## src/rtl/tpu_core_nxn.sv

```systemverilog
// tpu_core_nxn: NxN output-stationary systolic matrix-multiply core.
// Loads A then B (row-major, 2*N*N DW-bit signed elements) and computes C = A*B
// (or A*B^T) on an NxN PE grid fed with skewed wavefronts. It then streams
// saturated, optionally ReLU-clamped, results row-major over a valid/ready port.
// Ports:
//   clk, rst                  clock, asynchronous active-high reset
//   in_valid/in_ready/in_data element input stream (A first, then B)
//   transpose, relu           mode inputs, sampled on the last-load edge
//   out_valid/out_ready/out_data result output stream
//   done                      one-cycle pulse after the last result is accepted
//   state                     0 IDLE, 1 LOAD, 2 COMPUTE, 3 OUTPUT
module tpu_core_nxn #(
  parameter int N     = 4,
  parameter int DW    = 8,
  parameter int ACC_W = 20
) (
  input  logic          clk,
  input  logic          rst,
  input  logic          in_valid,
  output logic          in_ready,
  input  logic [DW-1:0] in_data,
  input  logic          transpose,
  input  logic          relu,
  output logic          out_valid,
  input  logic          out_ready,
  output logic [DW-1:0] out_data,
  output logic          done,
  output logic [1:0]    state
);

  typedef enum logic [1:0] {S_IDLE, S_LOAD, S_COMPUTE, S_OUTPUT} state_t;

  localparam int NN    = N * N;
  localparam int AW    = $clog2(2 * NN);
  localparam int KW    = $clog2(3 * N);
  localparam int OW    = $clog2(NN);
  localparam logic [AW-1:0] LAST_LD  = AW'(2 * NN - 1);
  localparam logic [KW-1:0] LAST_K   = KW'(3 * N - 2);
  localparam logic [OW-1:0] LAST_OUT = OW'(NN - 1);
  localparam logic signed [ACC_W-1:0] SAT_MAX = {{(ACC_W-DW+1){1'b0}}, {(DW-1){1'b1}}};
  localparam logic signed [ACC_W-1:0] SAT_MIN = {{(ACC_W-DW+1){1'b1}}, {(DW-1){1'b0}}};

  state_t st;
  logic [AW-1:0] load_cnt;
  logic [KW-1:0] k;
  logic [OW-1:0] out_idx;
  logic          tr_q, relu_q;

  logic signed [DW-1:0]    mem   [2*NN];
  logic signed [DW-1:0]    west  [N];
  logic signed [DW-1:0]    north [N];
  logic signed [DW-1:0]    a_reg [N][N];
  logic signed [DW-1:0]    b_reg [N][N];
  logic signed [DW-1:0]    a_in  [N][N];
  logic signed [DW-1:0]    b_in  [N][N];
  logic signed [2*DW-1:0]  prod  [N][N];
  logic signed [ACC_W-1:0] acc   [N][N];
  logic signed [ACC_W-1:0] acc_flat [NN];
  logic signed [ACC_W-1:0] sel_acc;
  logic [OW-1:0]           sel_idx;
  logic [AW-1:0]           wr_addr;
  logic                    last_load;

  assign state     = st;
  assign last_load = (st == S_LOAD) && in_valid && (load_cnt == LAST_LD);
  assign wr_addr   = (st == S_IDLE) ? '0 : load_cnt;

  // ReLU first, then clamp into the signed DW-bit range.
  function automatic logic [DW-1:0] conv(input logic signed [ACC_W-1:0] v, input logic r);
    logic signed [ACC_W-1:0] t;
    t = (r && v[ACC_W-1]) ? '0 : v;
    if (t > SAT_MAX)      return SAT_MAX[DW-1:0];
    else if (t < SAT_MIN) return SAT_MIN[DW-1:0];
    else                  return t[DW-1:0];
  endfunction

  // NOTE: the operand buffer has no reset; every entry is rewritten by a full
  // load before it is read, so clearing it would only cost reset fan-out.
  always_ff @(posedge clk) begin
    if (in_valid && in_ready) mem[wr_addr] <= in_data;
  end

  // Skewed edge feeds: row i of A (and column/row j of B) lags by i (j) cycles,
  // so A[i][m] and B[m][j] meet in PE(i,j) on feed cycle i+j+m.
  always_comb begin
    for (int i = 0; i < N; i++) begin
      west[i]  = '0;
      north[i] = '0;
      if (st == S_COMPUTE && int'(k) >= i && int'(k) - i < N) begin
        west[i]  = mem[AW'(i * N + int'(k) - i)];
        north[i] = tr_q ? mem[AW'(NN + i * N + int'(k) - i)]
                        : mem[AW'(NN + (int'(k) - i) * N + i)];
      end
    end
  end

  always_comb begin
    for (int i = 0; i < N; i++) begin
      a_in[i][0] = west[i];
      b_in[0][i] = north[i];
      for (int j = 1; j < N; j++) begin
        a_in[i][j] = a_reg[i][j-1];
        b_in[j][i] = b_reg[j-1][i];
      end
    end
    for (int i = 0; i < N; i++)
      for (int j = 0; j < N; j++) begin
        prod[i][j]         = (2*DW)'(a_in[i][j]) * (2*DW)'(b_in[i][j]);
        acc_flat[i*N + j]  = acc[i][j];
      end
  end

  // Index of the element presented after this edge: advance on handshake.
  assign sel_idx = (st == S_OUTPUT && out_valid && out_ready) ? out_idx + 1'b1 : out_idx;
  assign sel_acc = acc_flat[sel_idx];

  // PE grid: accumulators and pass-through operand registers.
  always_ff @(posedge clk or posedge rst) begin
    if (rst) begin
      for (int i = 0; i < N; i++)
        for (int j = 0; j < N; j++) begin
          acc[i][j]   <= '0;
          a_reg[i][j] <= '0;
          b_reg[i][j] <= '0;
        end
    end else if (last_load) begin
      for (int i = 0; i < N; i++)
        for (int j = 0; j < N; j++) begin
          acc[i][j]   <= '0;
          a_reg[i][j] <= '0;
          b_reg[i][j] <= '0;
        end
    end else if (st == S_COMPUTE) begin
      for (int i = 0; i < N; i++)
        for (int j = 0; j < N; j++) begin
          acc[i][j]   <= acc[i][j] + {{(ACC_W-2*DW){prod[i][j][2*DW-1]}}, prod[i][j]};
          a_reg[i][j] <= a_in[i][j];
          b_reg[i][j] <= b_in[i][j];
        end
    end
  end

  // Control FSM with registered handshake outputs.
  always_ff @(posedge clk or posedge rst) begin
    if (rst) begin
      st        <= S_IDLE;
      in_ready  <= 1'b1;
      out_valid <= 1'b0;
      out_data  <= '0;
      done      <= 1'b0;
      load_cnt  <= '0;
      k         <= '0;
      out_idx   <= '0;
      tr_q      <= 1'b0;
      relu_q    <= 1'b0;
    end else begin
      done <= 1'b0;
      case (st)
        S_IDLE: begin
          if (in_valid) begin
            load_cnt <= AW'(1);
            st       <= S_LOAD;
          end
        end
        S_LOAD: begin
          if (in_valid) begin
            if (load_cnt == LAST_LD) begin
              st       <= S_COMPUTE;
              in_ready <= 1'b0;
              tr_q     <= transpose;
              relu_q   <= relu;
              k        <= '0;
            end else begin
              load_cnt <= load_cnt + 1'b1;
            end
          end
        end
        S_COMPUTE: begin
          k <= k + 1'b1;
          if (k == LAST_K) begin
            st      <= S_OUTPUT;
            out_idx <= '0;
          end
        end
        S_OUTPUT: begin
          // First OUTPUT cycle presents C[0][0]; later ones advance on handshake.
          if (!out_valid) begin
            out_valid <= 1'b1;
            out_data  <= conv(sel_acc, relu_q);
          end else if (out_ready) begin
            if (out_idx == LAST_OUT) begin
              out_valid <= 1'b0;
              st        <= S_IDLE;
              done      <= 1'b1;
              in_ready  <= 1'b1;
            end else begin
              out_idx  <= out_idx + 1'b1;
              out_data <= conv(sel_acc, relu_q);
            end
          end
        end
        default: st <= S_IDLE;
      endcase
    end
  end

endmodule

```

## config.mk

```make
export PLATFORM = sky130hd
export DESIGN_NAME = tpu_core_nxn
export DESIGN_NICKNAME = d
export VERILOG_FILES = /design/src/rtl/tpu_core_nxn.sv
export SDC_FILE = /design/constraint.sdc
export NUM_CORES = 2
export LEC_CHECK = 0
export ABC_AREA = 1
export CAP_MARGIN = 30
export CORE_MARGIN = 2
export CORE_UTILIZATION = 65
export CTS_BUF_LIST = sky130_fd_sc_hd__clkbuf_2
export CTS_CLUSTER_DIAMETER = 30
export DETAILED_ROUTE_END_ITERATION = 16
export PLACE_DENSITY = 0.8
export SLEW_MARGIN = 20
export SYNTH_ARGS = -nofsm -noshare
export SYNTH_HDL_FRONTEND = slang
export SYNTH_SLANG_ARGS = --single-unit
export TNS_END_PERCENT = 5
```

## constraint.sdc

```tcl
create_clock -name clk -period 33.9 [get_ports clk]
set_input_delay 5.085 -clock clk [delete_from_list [all_inputs] [get_ports clk]]
set_output_delay 5.085 -clock clk [all_outputs]
set_load 0.05 [all_outputs]
```

* Yosys cells after proc, flatten, opt, wreduce, memory -nomap -nowiden
Memories as Yosys holds them, arrays and structs flattened. Index checks and enable logic that the tools add are counted.
Storage, ports and cells: register bits after elaboration 540, bits in writable memories 256, memory bits (read-only) 0, output and inout bits 13, memories 1, bits in latches 0, logic and storage cells 227
Memory list:
- mem | words 32, bits a word 8, read ports 12, clocked after Yosys merged registers in 0, write ports 1, line 49 | logic signed [DW-1:0] mem [2*NN];
Operators by class: $add $sub $neg 42, div/mod/pow operators 0, shifts and indexed selects 0, order comparisons 10, reductions and logical operators 26, bitwise operators 1, multiply operators 16, eq/ne operators 17, multiplexer cells 64
Operators with widths (count):
- $mux W320 | 2
- $mux W128 | 4
- $add A20 B20 Y20 | 16
- $mul A8 B8 Y16 | 16
- $mux W8 | 17
- $bmux W20 S4 | 1
- $mux W20 | 3
- $mux W4 | 7
- $add A5 B4 Y5 const A | 4
- $add A5 B5 Y5 const A | 4
- $gt A20 B8 Y1 const B | 1
- $lt A20 B8 Y1 const B | 1
- $mux W5 | 4
- $sub A5 B2 Y5 const B | 4
- $pmux W4 S2 | 2
- $lt A5 B4 Y1 const B | 3
- $mux W1 | 14
- $mux W2 | 7
- $ne A2 B2 Y1 const B | 7
- $logic_and A1 B1 Y1 | 13
- $add A4 B4 Y5 const A | 2
- $add A5 B3 Y5 const B | 2
- $pmux W5 S2 | 1
- $reduce_bool A2 Y1 | 5
- 25 further kinds | 36

* Logic depth before layout (Yosys ltp)
depth in word-level cells 16, mapped depth 49, mapped depth without buffers 44

* Worst setup path before layout
Ideal clock, no wire load.
path kind reg-to-reg, start reg k[1], end reg acc[79] in the netlist's numbering, cell stages (with the launch flop) 44, required time 33.834 ns, data arrival time 8.130 ns, buffers on the path 7, setup time 0.066 ns, setup slack 25.704 ns, cells stage by stage dfrtp_1 > buf_2 > clkinv_1 > clkbuf_1 > clkbuf_1 > buf_2 > ha_1 > buf_2 > clkinv_1 > clkbuf_1 > clkbuf_1 > o21ai_0 > nand3_1 > nand2_1 > o211ai_1 > nor2_1 > fa_1 > inv_1 > (+8 left out) > nor3_1 > a21oi_1 > o21ai_0 > nand2_1 > nand2_1 > a21oi_1 > xnor2_1 > inv_1 > ha_1 > nand2_1 > nor4_1 > nand4_1 > nand3_1 > xor2_1 > inv_1 > nand2_1 > nand3_1 > nand2_1
Between the ends: cells in the longest elaborated chain, start to end 8
Ends and longest elaborated chain:
- start: declaration | line 45 | logic [KW-1:0] k;
- start signal: assignment | line 179 | k <= k + 1'b1;
- $add A4 B4 Y5, or another cell as far along | line 90 | west[i] = mem[AW'(i * N + int'(k) - i)];
- $sub A5 B2 Y5, or another cell as far along | line 90
- $mem_v2 Z32 W8 or $logic_and A1 B1 Y1 (tied branches)
- $mux W8 * | line 89 | if (st == S_COMPUTE && int'(k) >= i && int'(k) - i < N) begin
- $mul A8 B8 Y16 * | line 108 | prod[i][j] = (2*DW)'(a_in[i][j]) * (2*DW)'(b_in[i][j]);
- $add A20 B20 Y20 * | line 136 | acc[i][j] <= acc[i][j] + {{(ACC_W-2*DW){prod[i][j][2*DW-1]}}, prod[i][j]};
- $mux W320 * | line 133 | end else if (st == S_COMPUTE) begin
- $mux W320 * | line 126 | end else if (last_load) begin
- end signal: indexed assignment | line 136
- end: declaration | line 57 | logic signed [ACC_W-1:0] acc [N][N];
Mark *: on every way between the ends. The rest lies on a longest branch, timed or not. The select of a mux whose other input is x is not followed. A chain may end at the register's enable or synchronous reset.

* Worst setup path in the final report
start reg k[1], end reg acc[299] in the netlist's numbering
Between the ends: cells in the longest elaborated chain, start to end 10
Ends and longest elaborated chain:
- $sub A4 B1 Y5 | line 92 | : mem[AW'(NN + (int'(k) - i) * N + i)];
- $add A5 B5 Y5 | line 92
- $add A5 B2 Y5 | line 92
- $mem_v2 Z32 W8
- $mux W8 | line 91 | north[i] = tr_q ? mem[AW'(NN + i * N + int'(k) - i)]
- $mux W8 * | line 89
- $mul A8 B8 Y16 * | line 108
- $add A20 B20 Y20 * | line 136
- $mux W320 * | line 133
- $mux W320 * | line 126
Marked as above.

==> impl_metrics.tcl <==
set metrics [dict create \
    cts_tree "done" \
    placementRows 139 \
    synth_top_area_share 0.191 \
    pin_count 27 \
    start_util 0.656 \
    min_period_ns 10.79 \
    synth_cell_types 65 \
    cts_repair_resize_count 0 \
    synthesis.nets 14188 \
    yosys.area.top_type "fa_1" \
    final_nets 14106 \
    syn_to_final_growth_pct 4.49 \
    numCtsBuffers 278 \
    gp_congestion 1.02 \
    drive_above_1_share 0.0487 \
    htree_levels 5 \
    fmax_mhz 92.7 \
    required_ns 35.67 \
    antenna_left 0 \
    drt-total-wl_um 310000 \
    crit_path_start_kind "flip-flop" \
    p_total_mw 8.04 \
    fill_cells 12227 \
    hold_slack_ns 0.488 \
    grt_pass1_wl_um 478000 \
    synth_top_family_by_area "adder cells" \
    path_clk_slew_ns 0.10 \
    grt.overflow.total 0 \
    setup_violations 0 \
    core-area_um2 144000 \
    drt_iter0_drc 8860 \
    max_stage_delay_ns 0.97 \
    finalCritPeriodShare 0.318 \
    dp_hpwl_um 239000 \
    drc_errors 0 \
    placed_cell_area_um2 95900 \
    synth_seq_cells 796 \
    slew_headroom 0.0910 \
    cts_root_buf "clkbuf_2" \
    path_max_fanout 68 \
    tns_ns 0 \
    port_buffers 26 \
    postLayoutCellArea_um2 98600 \
    slowest_stage "dfrtp_4" \
    cpMostUsedCell "nand2_1" \
    grtUsageTotal 0.419 \
    clk_path_buf_depth 4 \
    critPathCaptureType "flip-flop" \
    synth_compound_area_frac 0.138 \
    maxCapViolations 0 \
    yosysSeqAreaShare 0.225 \
    synthFlopType "dfrtp_1" \
    critPathArrivalTime_ns 12.56 \
    ys_top_cells_by_area "fa_1 19%, dfrtp_1 14%, nand2_1 11%" \
    status "finished clean" \
    finalClockSkew_ns 0.175 \
    die_y_um 385 \
    synth_mux_area_frac 0.00244 \
    cts_setup_buffers 0 \
    grt_max_degree 130 \
    dr.pass1.iters 9 \
    rsz0062_at_grt "no" \
    cellLeakagePower_nw 50.4 \
    synth-warning-count 0 \
    synth_area_per_cell_um2 7.55 \
    critPathKind "flip-flop to flip-flop" \
    synthSimpleGateAreaFrac 0.193 \
    worstMarginPinSlew_ns 1.36 \
    report.final.slew_viol_count 0 \
    first_global_vias 86017 \
    async_reset_ff_frac 0.678 \
    num_vias 87362 \
    ir_drop_mv 0.101 \
    clkLatencyLatePin_ns 1.87 \
    synth_area_um2 94300 \
    dieArea_um2 148000 \
    viasPerCell 6.02 \
    yosys.area_share.adder 0.295 \
    die_w_um 385 \
    finalHoldViolCount 0 \
    syn_inst 12489 \
    synth-edff-count 256 \
    p_per_area_nw_per_um2 81.6 \
    hold_buffers 0 \
    hold_path.class "flip-flop to flip-flop" \
    yosys.area_share.xor_xnor 0.0305 \
    clock-sinks 796 \
    wire_per_inst_um 21.4 \
    grt_antenna_before_repair 14 \
]
## final timing paths
kind                                              start                      end  slack [ns]  depth (start not counted)
worst max register to register         k[1]$_DFFE_PP0P_     acc[299]$_DFFE_PP0P_       23.11                         36
worst max-delay path                   k[1]$_DFFE_PP0P_     acc[299]$_DFFE_PP0P_       23.11                         36
worst min register to register  out_data[0]$_DFFE_PP0P_  out_data[0]$_DFFE_PP0P_        0.49                          2
worst min-delay path            out_data[0]$_DFFE_PP0P_  out_data[0]$_DFFE_PP0P_        0.49                          2
min in group asynchronous                           rst     acc[177]$_DFFE_PP0P_        3.79                          2
max in group asynchronous                           rst      a_in[2]$_DFFE_PP0P_       27.99                          5
## worst max-delay path, delay by kind of cell (launching register included)
| family | cells | cell delay (ns) |
|---|---|---|
| DFF | 1 | 0.97 |
| adders and majority gates | 7 | 3.18 |
| and+or+nand+nor | 14 | 1.84 |
| AOI/OAI and AO/OA | 5 | 1.51 |
| buffers and inverters | 9 | 2.41 |
| xor gates and xnor gates | 1 | 0.70 |
## routing by layer
metal | track usage | vias to the layer above | share of wire
met5 | 0 | - | 0.00026
met4 | 0.262 | 12 | 0.071
met3 | 0.0944 | 1074 | 0.10
met2 | 0.659 | 4659 | 0.45
met1 | 0.526 | 41679 | 0.37
li1 | - | 39938 | -
## flip-flops by register name, indices dropped and copies added (netlist names)
register / flops
acc: 320
mem: 256
a_in: 96
b_in: 96
out_data: 8
load_cnt: 5
k: 4
out_idx: 4
state: 2
done: 1
in_ready: 1
out_valid: 1
relu_q: 1
tr_q: 1
## cell families (layout without fill, tap and decap cells)
logic type,Yosys count,after routing
mux,23,23
other cells,0,16
flops,796,796
simple gates,4510,4510
xor+xnor,328,328
fa+ha+maj,1685,1685
buf+inv,2853,2955
compound gates,2294,2294
## Yosys cell counts (all sizes together) (36+ instances only)
| cell type | instances |
|---|---|
| nand2 | 2735 |
| inv | 2329 |
| nor2 | 934 |
| fa | 900 |
| o21ai | 844 |
| a21oi | 792 |
| ha | 785 |
| nand3 | 607 |
| dfrtp | 539 |
| clkbuf | 358 |
| edfxtp | 256 |
| o22ai | 213 |
| xor2 | 170 |
| xnor2 | 158 |
| buf | 147 |
| o211ai | 105 |
| nor3 | 103 |
| o31ai | 77 |
| nand4 | 56 |
| a31oi | 38 |
| or2 | 36 |
## cells in the final DEF (no fill, tap or decap), types with 12 or more instances in the layout
cell             Yosys  layout
nor2_2               4      12
mux2i_1             23      23
o21a_1              12      12
buf_4               13     102
edfxtp_1           256     256
nand2_1           2730    2728
clkinv_2             0      40
a21o_1              32      32
o221ai_1            30      29
o21bai_1            34      34
and2_1              15      15
clkdlybuf4s50_1      0      23
o22ai_1            213     213
a22o_1              16      16
clkbuf_2             2     349
o211ai_1           104     104
xor2_1             170     170
nor4_1              20      19
o31ai_1             77      77
dfrtp_1            539     536
o311ai_0            16      15
fa_1               900     900
nor2_1             930     921
o21ai_0            838     837
a32o_1              21      21
or2_2               36      36
inv_1             2323    2319
diode_2              0      16
a211oi_1            15      15
nand3_1            605     605
nand4_1             55      55
a31oi_1             38      38
clkinv_1            19      77
a21oi_1            792     792
ha_1               785     784
o2111ai_1           12      12
xnor2_1            158     158
inv_2                6      13
nor3_1             102     102
## cell type report
cell class                      count  area [um2]  share of cell area
Sequential cell                   796       21200               0.215
Timing Repair Buffer              143        1340              0.0135
Antenna cell                       16        40.0            0.000406
Multi-Input combinational cell   8840       62300               0.632
Clock buffer                      349        1750              0.0177
Clock inverter                    115         692             0.00702
Inverter                         2348        8840              0.0897
Tap cell                         1903        2380              0.0242
## where the power goes
group,switching [mW],internal (mW)
combinational,3.93,1.69
sequential,0.347,1.22
clock,0.501,0.348
total,4.78,3.26
## stage by stage
step	util	setup slack, ns	cells
2_1_floorplan	-	13.72	12489
3_3_place_gp	0.666	23.67	14010
3_5_place_dp	0.667	23.40	14020
4_1_cts	0.684	23.40	14484
5_1_grt	0.685	22.61	14501
6_report	0.685	23.11	14510
Note: power is estimated with default switching activity, not from simulation.
==> variant, RTL diff (same flow settings) <==
Change the parameter `DW` from 8 to 6.
--- a/src/rtl/tpu_core_nxn.sv
+++ b/src/rtl/tpu_core_nxn.sv
@@ -11,7 +11,7 @@
 //   state                     0 IDLE, 1 LOAD, 2 COMPUTE, 3 OUTPUT
 module tpu_core_nxn #(
   parameter int N     = 4,
-  parameter int DW    = 8,
+  parameter int DW    = 6,
   parameter int ACC_W = 20
 ) (
   input  logic          clk,
Interface: changed (resized in_data and out_data); port bits go from 27 to 23. The function was not compared with the original's and may differ.
==> variant against the original RTL <==
- design area is 26% lower
- clock skew is 31 ps higher
- final cell count is 27% lower
- sequential cell count is 114 lower
- global-route usage is 0.32 points higher
- non-clock buffer count is 46 lower
- via count is 25% lower
- routed wire length is 25% lower
- synthesized area is 27% lower
- critical path depth is 2 higher
- total power is 25% lower
- setup slack better by 360 ps
- sequential power is 18% lower
==> variant: results (changes against the original RTL) <==
Worst Min Path Start: out_data[1]$_DFFE_PP0P_
relative slew slack: 18.6% (+9.5 points)
registers with the most flip-flops: acc x320, mem x192
sum of met2 wire segment lengths after detailed routing: 102000 µm (-27%)
Setup crit end: acc[79]$_DFFE_PP0P_
global-route track usage on met1: 52.2% (-0.38 points)
Static Leak: 0.0358 µW (-29%)
highest cell delay on the worst timing path: 860 ps (-110 ps)
Routed wire per std cell: 21.8 µm (+1.9%)
met2 demand-to-capacity share in global routing: 65.1% (-0.72 points)
Worst path slowest cell: dfrtp_4
Clock Skews: 206 ps (+31.0 ps)
number of cells on the worst reg-to-reg path: 38 (+5.6%)
fill cell total of the finished layout: 8997 (-26%)
main area contributors after synthesis: dfrtp_1, fa_1, ha_1
global-route wire length before repair: 351000 µm (-27%)
fraction of final layout cells with drive strength greater than 1: 5.27% (+0.40 points)
top cell types by occurrence after synthesis: nand2_1, inv_1, o21ai_0
WL met1: 86200 µm (-26%)
half-perimeter wire length after detailed placement: 175000 µm (-27%)
Tot GR Track Use: 42.2% (+0.32 points)
count of flip-flops with a built-in enable after synthesis: 192 (-25%)
placed inst area: 0.0701 mm² (-27%)
Peak supply drop: 0.118 mV (+18%)
worst slack on hold paths: 487 ps (-0.591 ps)
placer congestion estimate: 1.06 (+3.1%)
number of DRC violations after detailed-routing iteration 0: 6928 (-22%)
largest net degree at the start of global routing: 184 (+42%)
number of buffers added by the clock tree synthesis step: 217 (-22%)
detailed-route vias per instance: 6.18 (+2.7%)
outcome: completed
fraction of synthesis flops using an asynchronous set or reset pin: 71.8% (+4.0 points)
via count of the first global-routing pass: 62400 (-28%)
H-tree depth: 4 (-1)
Post-Layout Cell Count: 10600 (-27%)
worst-case hold path end point: out_data[1]$_DFFE_PP0P_
pre-CTS setup slack: 23910 ps (+508 ps)
largest fanout of any net on the critical path: 67 (-1.5%)
mean post-synth cell area: 7.62 µm² (+0.82%)
clk_lat worst skew: 1710 ps (-160 ps)
I/O Buffers: 22 (-15%)
==> variant: layout make-up <==
cell class	instances	area, µm²	area share, %
multi-input combinational	6861	45000	62.0
sequential	682	18000	24.8
inverter	1183	4460	6.14
tap	1391	1740	2.40
clock buffer	276	1380	1.90
clock inverter	124	1160	1.59
timing repair buffer	97	836	1.15
antenna	7	17.5	0.0241
==> variant: cell families after synthesis <==
family / after synthesis / synth area share, %
xor gates and xnor gates: 275 / 3.52
buffers and inverters: 1481 / 8.36
AOI/OAI and AO/OA: 1945 / 16.0
muxes: 25 / 0.364
adders and majority gates: 1089 / 24.6
and+or+nand+nor: 3527 / 20.9
DFF: 682 / 26.2
==> variant: power breakdown <==
group	switching [µW]	internal [µW]	total (µW)	leakage, µW
clock	443	404	847	0.00174
combinational	2750	1180	3920	0.0258
sequential	239	1050	1290	0.00826
